--- src/rtl/noc_packet_tx.sv ---
// Transmit-side NoC packetizer: turns a request plus a payload word stream into
// one header flit followed by payload flits, with last on the final flit.
module noc_packet_tx #(
    parameter int FLIT_WIDTH  = 32,
    parameter int DEST_WIDTH  = 5,
    parameter int CLASS_WIDTH = 3,
    parameter int SRC_ID      = 0,
    parameter int MAX_LEN     = 14,
    localparam int LEN_WIDTH  = $clog2(MAX_LEN + 1)
) (
    input  logic                   clk,
    input  logic                   rst,
    input  logic                   req_valid,
    output logic                   req_ready,
    input  logic [DEST_WIDTH-1:0]  req_dest,
    input  logic [CLASS_WIDTH-1:0] req_class,
    input  logic [LEN_WIDTH-1:0]   req_len,
    input  logic [FLIT_WIDTH-1:0]  pl_data,
    input  logic                   pl_valid,
    output logic                   pl_ready,
    output logic [FLIT_WIDTH-1:0]  out_flit,
    output logic                   out_last,
    output logic                   out_valid,
    input  logic                   out_ready,
    output logic                   busy,
    output logic                   err_len
);

    localparam logic [1:0] IDLE    = 2'd0;
    localparam logic [1:0] HEADER  = 2'd1;
    localparam logic [1:0] PAYLOAD = 2'd2;

    localparam logic [LEN_WIDTH-1:0] MAX_LEN_L = LEN_WIDTH'(MAX_LEN);
    localparam logic [LEN_WIDTH-1:0] ONE_L     = LEN_WIDTH'(1);

    logic [1:0]             state;
    logic [DEST_WIDTH-1:0]  dest_r;
    logic [CLASS_WIDTH-1:0] class_r;
    logic [LEN_WIDTH-1:0]   len_r;
    logic [LEN_WIDTH-1:0]   remaining;
    logic                   free;
    logic                   pl_fire;

    // Header: dest | class | src | zero fill | len, MSB first.
    function automatic logic [FLIT_WIDTH-1:0] build_header(
        input logic [DEST_WIDTH-1:0]  d,
        input logic [CLASS_WIDTH-1:0] c,
        input logic [LEN_WIDTH-1:0]   l
    );
        logic [FLIT_WIDTH-1:0] h;
        h = '0;
        h[FLIT_WIDTH-1 -: DEST_WIDTH] = d;
        h[FLIT_WIDTH-DEST_WIDTH-1 -: CLASS_WIDTH] = c;
        h[FLIT_WIDTH-DEST_WIDTH-CLASS_WIDTH-1 -: DEST_WIDTH] = SRC_ID[DEST_WIDTH-1:0];
        h[LEN_WIDTH-1:0] = l;
        return h;
    endfunction

    assign free      = ~out_valid | out_ready;
    assign req_ready = rst & (state == IDLE);
    assign pl_ready  = rst & (state == PAYLOAD) & free;
    assign pl_fire   = pl_valid & pl_ready;
    assign busy      = (state != IDLE) | out_valid;

    always_ff @(posedge clk) begin
        if (!rst) begin
            state     <= IDLE;
            out_valid <= 1'b0;
            out_last  <= 1'b0;
            out_flit  <= '0;
            err_len   <= 1'b0;
            remaining <= '0;
            dest_r    <= '0;
            class_r   <= '0;
            len_r     <= '0;
        end else begin
            err_len <= 1'b0;
            // A completed transfer empties the register unless a load below refills it.
            if (out_valid && out_ready) begin
                out_valid <= 1'b0;
            end
            case (state)
                IDLE: begin
                    if (req_valid) begin
                        if (req_len > MAX_LEN_L) begin
                            err_len <= 1'b1;
                        end else begin
                            dest_r    <= req_dest;
                            class_r   <= req_class;
                            len_r     <= req_len;
                            remaining <= req_len;
                            state     <= HEADER;
                        end
                    end
                end
                HEADER: begin
                    if (free) begin
                        out_flit  <= build_header(dest_r, class_r, len_r);
                        out_valid <= 1'b1;
                        out_last  <= (len_r == '0);
                        state     <= (len_r == '0) ? IDLE : PAYLOAD;
                    end
                end
                PAYLOAD: begin
                    if (remaining == '0) begin
                        state <= IDLE;
                    end else if (pl_fire) begin
                        out_flit  <= pl_data;
                        out_valid <= 1'b1;
                        out_last  <= (remaining == ONE_L);
                        remaining <= remaining - ONE_L;
                        if (remaining == ONE_L) begin
                            state <= IDLE;
                        end
                    end
                end
                default: state <= IDLE;
            endcase
        end
    end

endmodule
--- config.mk ---
export PLATFORM = sky130hd
export DESIGN_NAME = noc_packet_tx
export DESIGN_NICKNAME = d
export VERILOG_FILES = /design/src/rtl/noc_packet_tx.sv
export SDC_FILE = /design/constraint.sdc
export NUM_CORES = 1
export LEC_CHECK = 0
export CAP_MARGIN = 20
export CORE_ASPECT_RATIO = 0.6
export CORE_MARGIN = 1
export CORE_UTILIZATION = 49
export DETAILED_ROUTE_END_ITERATION = 8
export PLACE_DENSITY = 0.83
export SYNTH_ARGS = -nofsm -noshare
export SYNTH_HDL_FRONTEND = slang
export SYNTH_SLANG_ARGS = --single-unit
--- constraint.sdc ---
create_clock -name clk -period 5.4 [get_ports clk]
set_clock_uncertainty 0.1 [all_clocks]
set_input_delay 1.08 -clock clk [delete_from_list [all_inputs] [get_ports clk]]
set_output_delay 1.08 -clock clk [all_outputs]
set_load 0.01 [all_outputs]
==> results of run 1 <==
[state kept, by name, indices dropped and copies added, names as in the netlist]
signal     flops
state          2
remaining      4
err_len        1
dest_r         5
class_r        3
out_last       1
len_r          4
out_flit      32
out_valid      1
[Yosys cell counts (2+ instances only)]
cell / instances / area [um2]
sky130_fd_sc_hd__clkbuf_1: 15 / 56.3
sky130_fd_sc_hd__o21ai_0: 2 / 10.0
sky130_fd_sc_hd__dfxtp_1: 53 / 1060
sky130_fd_sc_hd__mux2i_1: 26 / 260
sky130_fd_sc_hd__nand2_1: 30 / 113
sky130_fd_sc_hd__ha_1: 6 / 75.1
sky130_fd_sc_hd__or3_1: 2 / 12.5
sky130_fd_sc_hd__buf_2: 2 / 10.0
sky130_fd_sc_hd__a211oi_1: 2 / 15.0
sky130_fd_sc_hd__a21oi_1: 16 / 80.1
sky130_fd_sc_hd__inv_1: 6 / 22.5
sky130_fd_sc_hd__a31oi_1: 2 / 12.5
sky130_fd_sc_hd__o21ai_1: 2 / 10.0
sky130_fd_sc_hd__a211oi_2: 10 / 125
sky130_fd_sc_hd__buf_12: 3 / 60.1
sky130_fd_sc_hd__o2111ai_1: 2 / 17.5
sky130_fd_sc_hd__nand4_1: 21 / 131
sky130_fd_sc_hd__o21ai_2: 20 / 175
sky130_fd_sc_hd__buf_4: 2 / 15.0
sky130_fd_sc_hd__nor2_1: 16 / 60.1
sky130_fd_sc_hd__a31o_1: 2 / 17.5
sky130_fd_sc_hd__nand2b_1: 2 / 12.5
sky130_fd_sc_hd__o31ai_1: 2 / 15.0
sky130_fd_sc_hd__nand3_1: 2 / 10.0
[layout make-up]
cell class	instances	area, um2
Inverter	8	32.5
Fill cell	420	1560
Timing Repair Buffer	90	891
Tap cell	66	82.6
Clock inverter	3	46.3
Multi-Input combinational cell	184	1370
Clock buffer	5	68.8
Sequential cell	53	1060
[worst max-delay path, stage by stage]
cell	delay (ns)
sky130_fd_sc_hd__clkdlybuf4s50_1	0.46
sky130_fd_sc_hd__buf_4	0.30
sky130_fd_sc_hd__inv_2	0.04
sky130_fd_sc_hd__buf_4	0.25
sky130_fd_sc_hd__nor3_1	0.24
sky130_fd_sc_hd__clkdlybuf4s50_1	0.57
[per-layer routing]
layer | global-route usage, % | vias to the layer above | part of all wire [%]
met5 | 0 | - | 0
met4 | 5.67 | 0 | 0.27
met3 | 6.72 | 2 | 8.3
met2 | 32.3 | 87 | 42
met1 | 34.5 | 1067 | 49
li1 | - | 1133 | -
[logic make-up (layout without fill, tap and decap cells)]
family / Yosys count / after routing / synth area share (%)
simple gates: 84 / 84 / 16.9
compound gates: 68 / 68 / 22.0
flops: 53 / 53 / 40.6
buf+inv: 32 / 106 / 7.66
mux: 26 / 26 / 9.95
fa+ha+maj: 6 / 6 / 2.87
[per-stage QoR]
stage                     instances  instance area, um2
final                           409                3550
after global routing            409                3550
after CTS                       409                3550
after detailed placement        401                3430
after global placement          401                3430
after floorplan                 269                2620
[how the worst min path moves through the flow]
stage	startpoint	endpoint	slack, ns	depth (start not counted)
after floorplan	state[1]	state[1]	0.35	2
final	out_flit[9]	out_flit[9]	0.36	2
after global routing	out_flit[18]	out_flit[18]	0.39	2
after global placement	out_flit[6]	out_flit[6]	0.35	2
after detailed placement	out_flit[9]	out_flit[9]	0.35	2
after CTS	out_flit[18]	out_flit[18]	0.37	2
[where the power goes]
part | internal (uW) | switching (uW) | leakage [uW]
Clock | 139 | 135 | 0.0000543
Combinational | 198 | 222 | 0.000743
Sequential | 440 | 31.7 | 0.000432
Total | 777 | 388 | 0.00123
==> results.md, run 1 <==
* worst relative slew slack: 29.2%
* Worst R2R End: out_flit[25]
* Netlist Area Pre-Place: 0.00262 mm2
* global placer's final weighted congestion: 0.833
* starting density of the core: 51.2%
* register clock-pin slew on the reported worst setup and hold paths: 0.09 ns
* Inserted Diodes: 0
* worst hold slack across all endpoints: 0.362 ns
* Routed wire per std cell: 15.3 um
* HP Class: reg -> reg
* sequential cell area fraction in the yosys report: 40.6%
* number of buffers added to fix hold violations after cts: 0
* number of buffers inserted during clock tree synthesis: 5
* flops & latches, synth: 53
* post-DP HPWL: 4370 um
* nets: 397
* Worst Reg2Reg Path Length in Cells: 7
* crit path max fanout: 30
* buffers inserted by post-CTS timing repair: 0
* clock root cell: sky130_fd_sc_hd__clkbuf_8
* remaining global-route overflow: 0
* Final Hold Viols: 0
* port bufs: 86
* launching element type of the critical path: input pin
* clk_lat worst skew: 0.31 ns
* endpoint type of the worst setup path: primary output
* VDD IR max: 0.000191 V
* Layout Area Growth over Synthesis: 35.6%
* Total GRT Usage: 23.0%
* number of instances in the synthesized netlist: 269
* outcome: completed
* Clock Sink Count: 53
* syn_area_per_cell: 9.72 um2
* number of warnings printed during yosys synthesis: 0
* final wirelength: 6250 um
* CP Data Required Time: 4.22 ns
* Die Outline Area: 0.00564 mm2
* wire length of the first global-routing pass: 10000 um
* unrepaired setup endpoints after global routing: no
* final core occ: 69.5%
* transition time at the pin with the least slew margin: 1.05 ns
* Core Region: 0.00510 mm2
* clock tree from TritonCTS: yes
* final worst path period need: 4.14 ns
* width of the die: 96.3 um
* remaining antenna violation count: 0
* # IOs: 87
* max_cap viols: 0
* most common flop cell mapped by yosys: sky130_fd_sc_hd__dfxtp_1
* maximum root-to-sink buffer count: 2
* worst-case setup margin in the final layout: 1.26 ns
* DRC viols: 0
* vias in the first global route: 2043
* num rows: 20
* power density over the cells: 328 mW/mm2
* maximum number of pins on one net before global-route repair: 47
* number of enable flip-flop cells after synthesis: 0
* Net Count, Synth: 324
* async set-reset flop share out of synthesis: 0%
* most frequent standard cell in the layout excluding fill and tap cells: sky130_fd_sc_hd__clkdlybuf4s50_1
* worst slack, placed: 1.27 ns
* number of distinct library cell variants in the gate-level netlist after synthesis: 47
* arrival time of the worst setup path: 2.96 ns
* initial antenna violation count: 0
* most used cells in the layout excluding fill and tap cells: sky130_fd_sc_hd__clkdlybuf4s50_1 (86), sky130_fd_sc_hd__dfxtp_1 (53), sky130_fd_sc_hd__nand2_1 (30), sky130_fd_sc_hd__mux2i_1 (26), sky130_fd_sc_hd__nand4_1 (21)
* Final Max Slew Viols: 0
* DR vias/cell: 5.60
* total power: 1160 uW
* leakage: 0.00123 uW
* kind of critical path: in -> out
* H-tree depth reported by CTS: 2
* source of the critical timing path: rst
* Worst Setup EP: pl_ready
* First DRT Iteration DRCs: 90
* setup TNS after final layout: 0 ns
* number of detailed-route iterations in the first pass: 4
* Reg2Reg Setup Slack: 2.33 ns
* height of the die: 58.6 um
* final clock period utilization by the worst path: 76.7%
* highest achievable clock rate: 241 MHz
* number of gates given a new drive strength after cts: 0
* launch instance of the worst register-to-register path: state[0]
* setup-violating endpoint count in the final report: 0
* number of vias in the routed layout: 2289
* ratio of cells with drive above 1 in the final layout: 15.2%
No activity file was read; power rests on OpenSTA's default activity.
==> run 2, diff against run 1 <==
--- a/config.mk
+++ b/config.mk
@@ -8,9 +8,9 @@
 export CAP_MARGIN = 20
 export CORE_ASPECT_RATIO = 0.6
 export CORE_MARGIN = 1
-export CORE_UTILIZATION = 49
+export CORE_UTILIZATION = 46
 export DETAILED_ROUTE_END_ITERATION = 8
-export PLACE_DENSITY = 0.83
+export PLACE_DENSITY = 0.78
 export SYNTH_ARGS = -nofsm -noshare
 export SYNTH_HDL_FRONTEND = slang
 export SYNTH_SLANG_ARGS = --single-unit
==> constraint.sdc (replaced) <==
create_clock -name clk -period 4.1 [get_ports clk]
set_clock_uncertainty 0.1 [all_clocks]
set_input_delay 0.82 -clock clk [delete_from_list [all_inputs] [get_ports clk]]
set_output_delay 0.82 -clock clk [all_outputs]
set_load 0.01 [all_outputs]
==> run 2 against run 1 <==
Register-to-register slack lost 0.87 ns. Sequential power increased by 32%. Cell count increased by 0.49%. Flip-flop and latch count unchanged. Cell area hardly changed. Via count shrank 1.9%. Sequential share of layout area hardly changed. Worst setup slack got worse by 0.34 ns. Critical path type unchanged. Critical endpoint unchanged.
==> results.md, run 2 (same netlist as run 1, synthesis figures left out) <==
* final wirelength: 6500 um, +4.0%
* # IOs: 87, unchanged
* outcome: completed
* power density over the cells: 423 mW/mm2, +29%
* largest reg by FF count: out_flit
* final worst path period need: 3.18 ns
* arrival time of the worst setup path: 2.26 ns, -0.70 ns
* registers with the highest flip-flop counts: out_flit: 32 flops, dest_r: 5 flops
* launching element type of the critical path: input pin
* number of flip-flops in the largest register: 32, unchanged
* global placer's final weighted congestion: 0.858, +2.9%
* highest achievable clock rate: 315 MHz
* ratio of cells with drive above 1 in the final layout: 15.7%, +0.49 points
* DR vias/cell: 5.46, -2.4%
* setup TNS after final layout: 0 ns, unchanged
* number of vias in the routed layout: 2245, -1.9%
* Routed wire per std cell: 15.8 um, +3.4%
* nets: 399, +0.50%
* post-DP HPWL: 4670 um, +6.8%
* Final Max Slew Viols: 0, unchanged
* HP Class: reg -> reg
* number of buffers inserted during clock tree synthesis: 5, unchanged
* unrepaired setup endpoints after global routing: no
* post-placement cell area: 0.00345 mm2, +0.44%
* DRC viols: 0, unchanged
* CP Data Required Time: 3.18 ns, -1.04 ns
* highest cell delay on the worst timing path: 0.58 ns, about the same
* remaining global-route overflow: 0, unchanged
* Core Region: 0.00526 mm2, +2.9%
* clock root cell: sky130_fd_sc_hd__clkbuf_8
* Die Outline Area: 0.00600 mm2, +6.3%
* most used cells in the layout excluding fill and tap cells: sky130_fd_sc_hd__clkdlybuf4s50_1 (86), sky130_fd_sc_hd__dfxtp_1 (53), sky130_fd_sc_hd__nand2_1 (30), sky130_fd_sc_hd__mux2i_1 (26), sky130_fd_sc_hd__nand4_1 (21)
* slowest stage cell on the critical path: sky130_fd_sc_hd__clkdlybuf4s50_1
* crit path max fanout: 5, -83%
* Final Hold Viols: 0, unchanged
* transition time at the pin with the least slew margin: 0.781 ns, -0.272 ns
* starting density of the core: 49.8%, -1.5 points
* clock tree from TritonCTS: yes
* number of detailed-route iterations in the first pass: 4, unchanged
* Total GRT Usage: 22.8%, -0.25 points
* Layout Area Growth over Synthesis: 35.7%, about the same
* initial antenna violation count: 0, unchanged
* number of buffers added to fix hold violations after cts: 0, unchanged
* setup-violating endpoint count in the final report: 0, unchanged
* H-tree depth reported by CTS: 2, unchanged
* port bufs: 86, unchanged
* height of the die: 60.4 um, +3.1%
* total power: 1500 uW, +29%
* maximum number of pins on one net before global-route repair: 34, -28%
* max_cap viols: 0, unchanged
* vias in the first global route: 2133, +4.4%
* number of gates given a new drive strength after cts: 0, unchanged
* worst slack, placed: 0.634 ns, -0.641 ns
* VDD IR max: 0.000247 V, +29%
* worst relative slew slack: 47.9%, +19 points
* total non-filler cell area in the finished layout: 0.00355 mm2, about the same
* First DRT Iteration DRCs: 118, +31%
* num rows: 20, unchanged
* endpoint type of the worst setup path: primary output
* buffers inserted by post-CTS timing repair: 0, unchanged
* register clock-pin slew on the reported worst setup and hold paths: 0.09 ns, about the same
* wire length of the first global-routing pass: 10600 um, +6.0%
* worst-case setup margin in the final layout: 0.921 ns, -0.337 ns
* final clock period utilization by the worst path: 77.5%
* most frequent standard cell in the layout excluding fill and tap cells: sky130_fd_sc_hd__clkdlybuf4s50_1
* chain of cells forming the critical path: clkdlybuf4s50_1 > inv_2 > nor3_1 > clkdlybuf4s50_1
* width of the die: 99.3 um, +3.1%
* Clock Sink Count: 53, unchanged
* Inserted Diodes: 0, unchanged
* remaining antenna violation count: 0, unchanged
* clk_lat worst skew: 0.31 ns, about the same
* most used cell along the critical path: sky130_fd_sc_hd__clkdlybuf4s50_1
* leakage: 0.00124 uW, +0.85%
* maximum root-to-sink buffer count: 2, unchanged
* kind of critical path: in -> out
## run 2: report_power, final
part	total, uW	internal, uW	leakage (uW)	switching (uW)
combinational	559	266	0.000754	293
clock	319	153	0.0000542	166
sequential	624	579	0.000432	44.4
## run 2: per-stage QoR
step | hold WS, ns | util (%) | instances
after floorplan | 0.351 | - | 269
after global placement | 0.350 | 65.6 | 403
after detailed placement | 0.350 | 65.6 | 403
after CTS | 0.363 | 67.5 | 411
after global routing | 0.378 | 67.5 | 411
final | 0.361 | 67.5 | 411
## run 2: cell type report
class                      instances  area (um2)
sequential                        53        1060
timing repair buffer              92         906
inverter                           8        32.5
tap                               66        82.6
clock buffer                       7        96.3
clock inverter                     1        5.00
multi-input combinational        184        1370
fill                             445        1710
## run 2: per-layer routing
| layer | global-route usage, % | wire, um | vias to the layer above |
|---|---|---|---|
| met3 | 5.76 | 428 | 0 |
| met1 | 33.8 | 3340 | 1048 |
| met5 | 0 | 0 | - |
| met2 | 33.5 | 2730 | 77 |
| met4 | 4.83 | 0 | 0 |
| li1 | - | - | 1120 |
## run 2: worst max-delay path, delay by kind of cell
family,cells,cell delay (ns)
and+or+nand+nor,1,0.24
buffers and inverters,3,1.19
## run 2: final timing paths
kind / from / slack, ns / to / cells after the start
worst max-delay path: rst / 0.92 / pl_ready / 4
worst min-delay path: out_flit[23] / 0.36 / out_flit[23] / 2
worst max register to register: state[0] / 1.46 / state[0] / 7
worst min register to register: out_flit[23] / 0.36 / out_flit[23] / 2
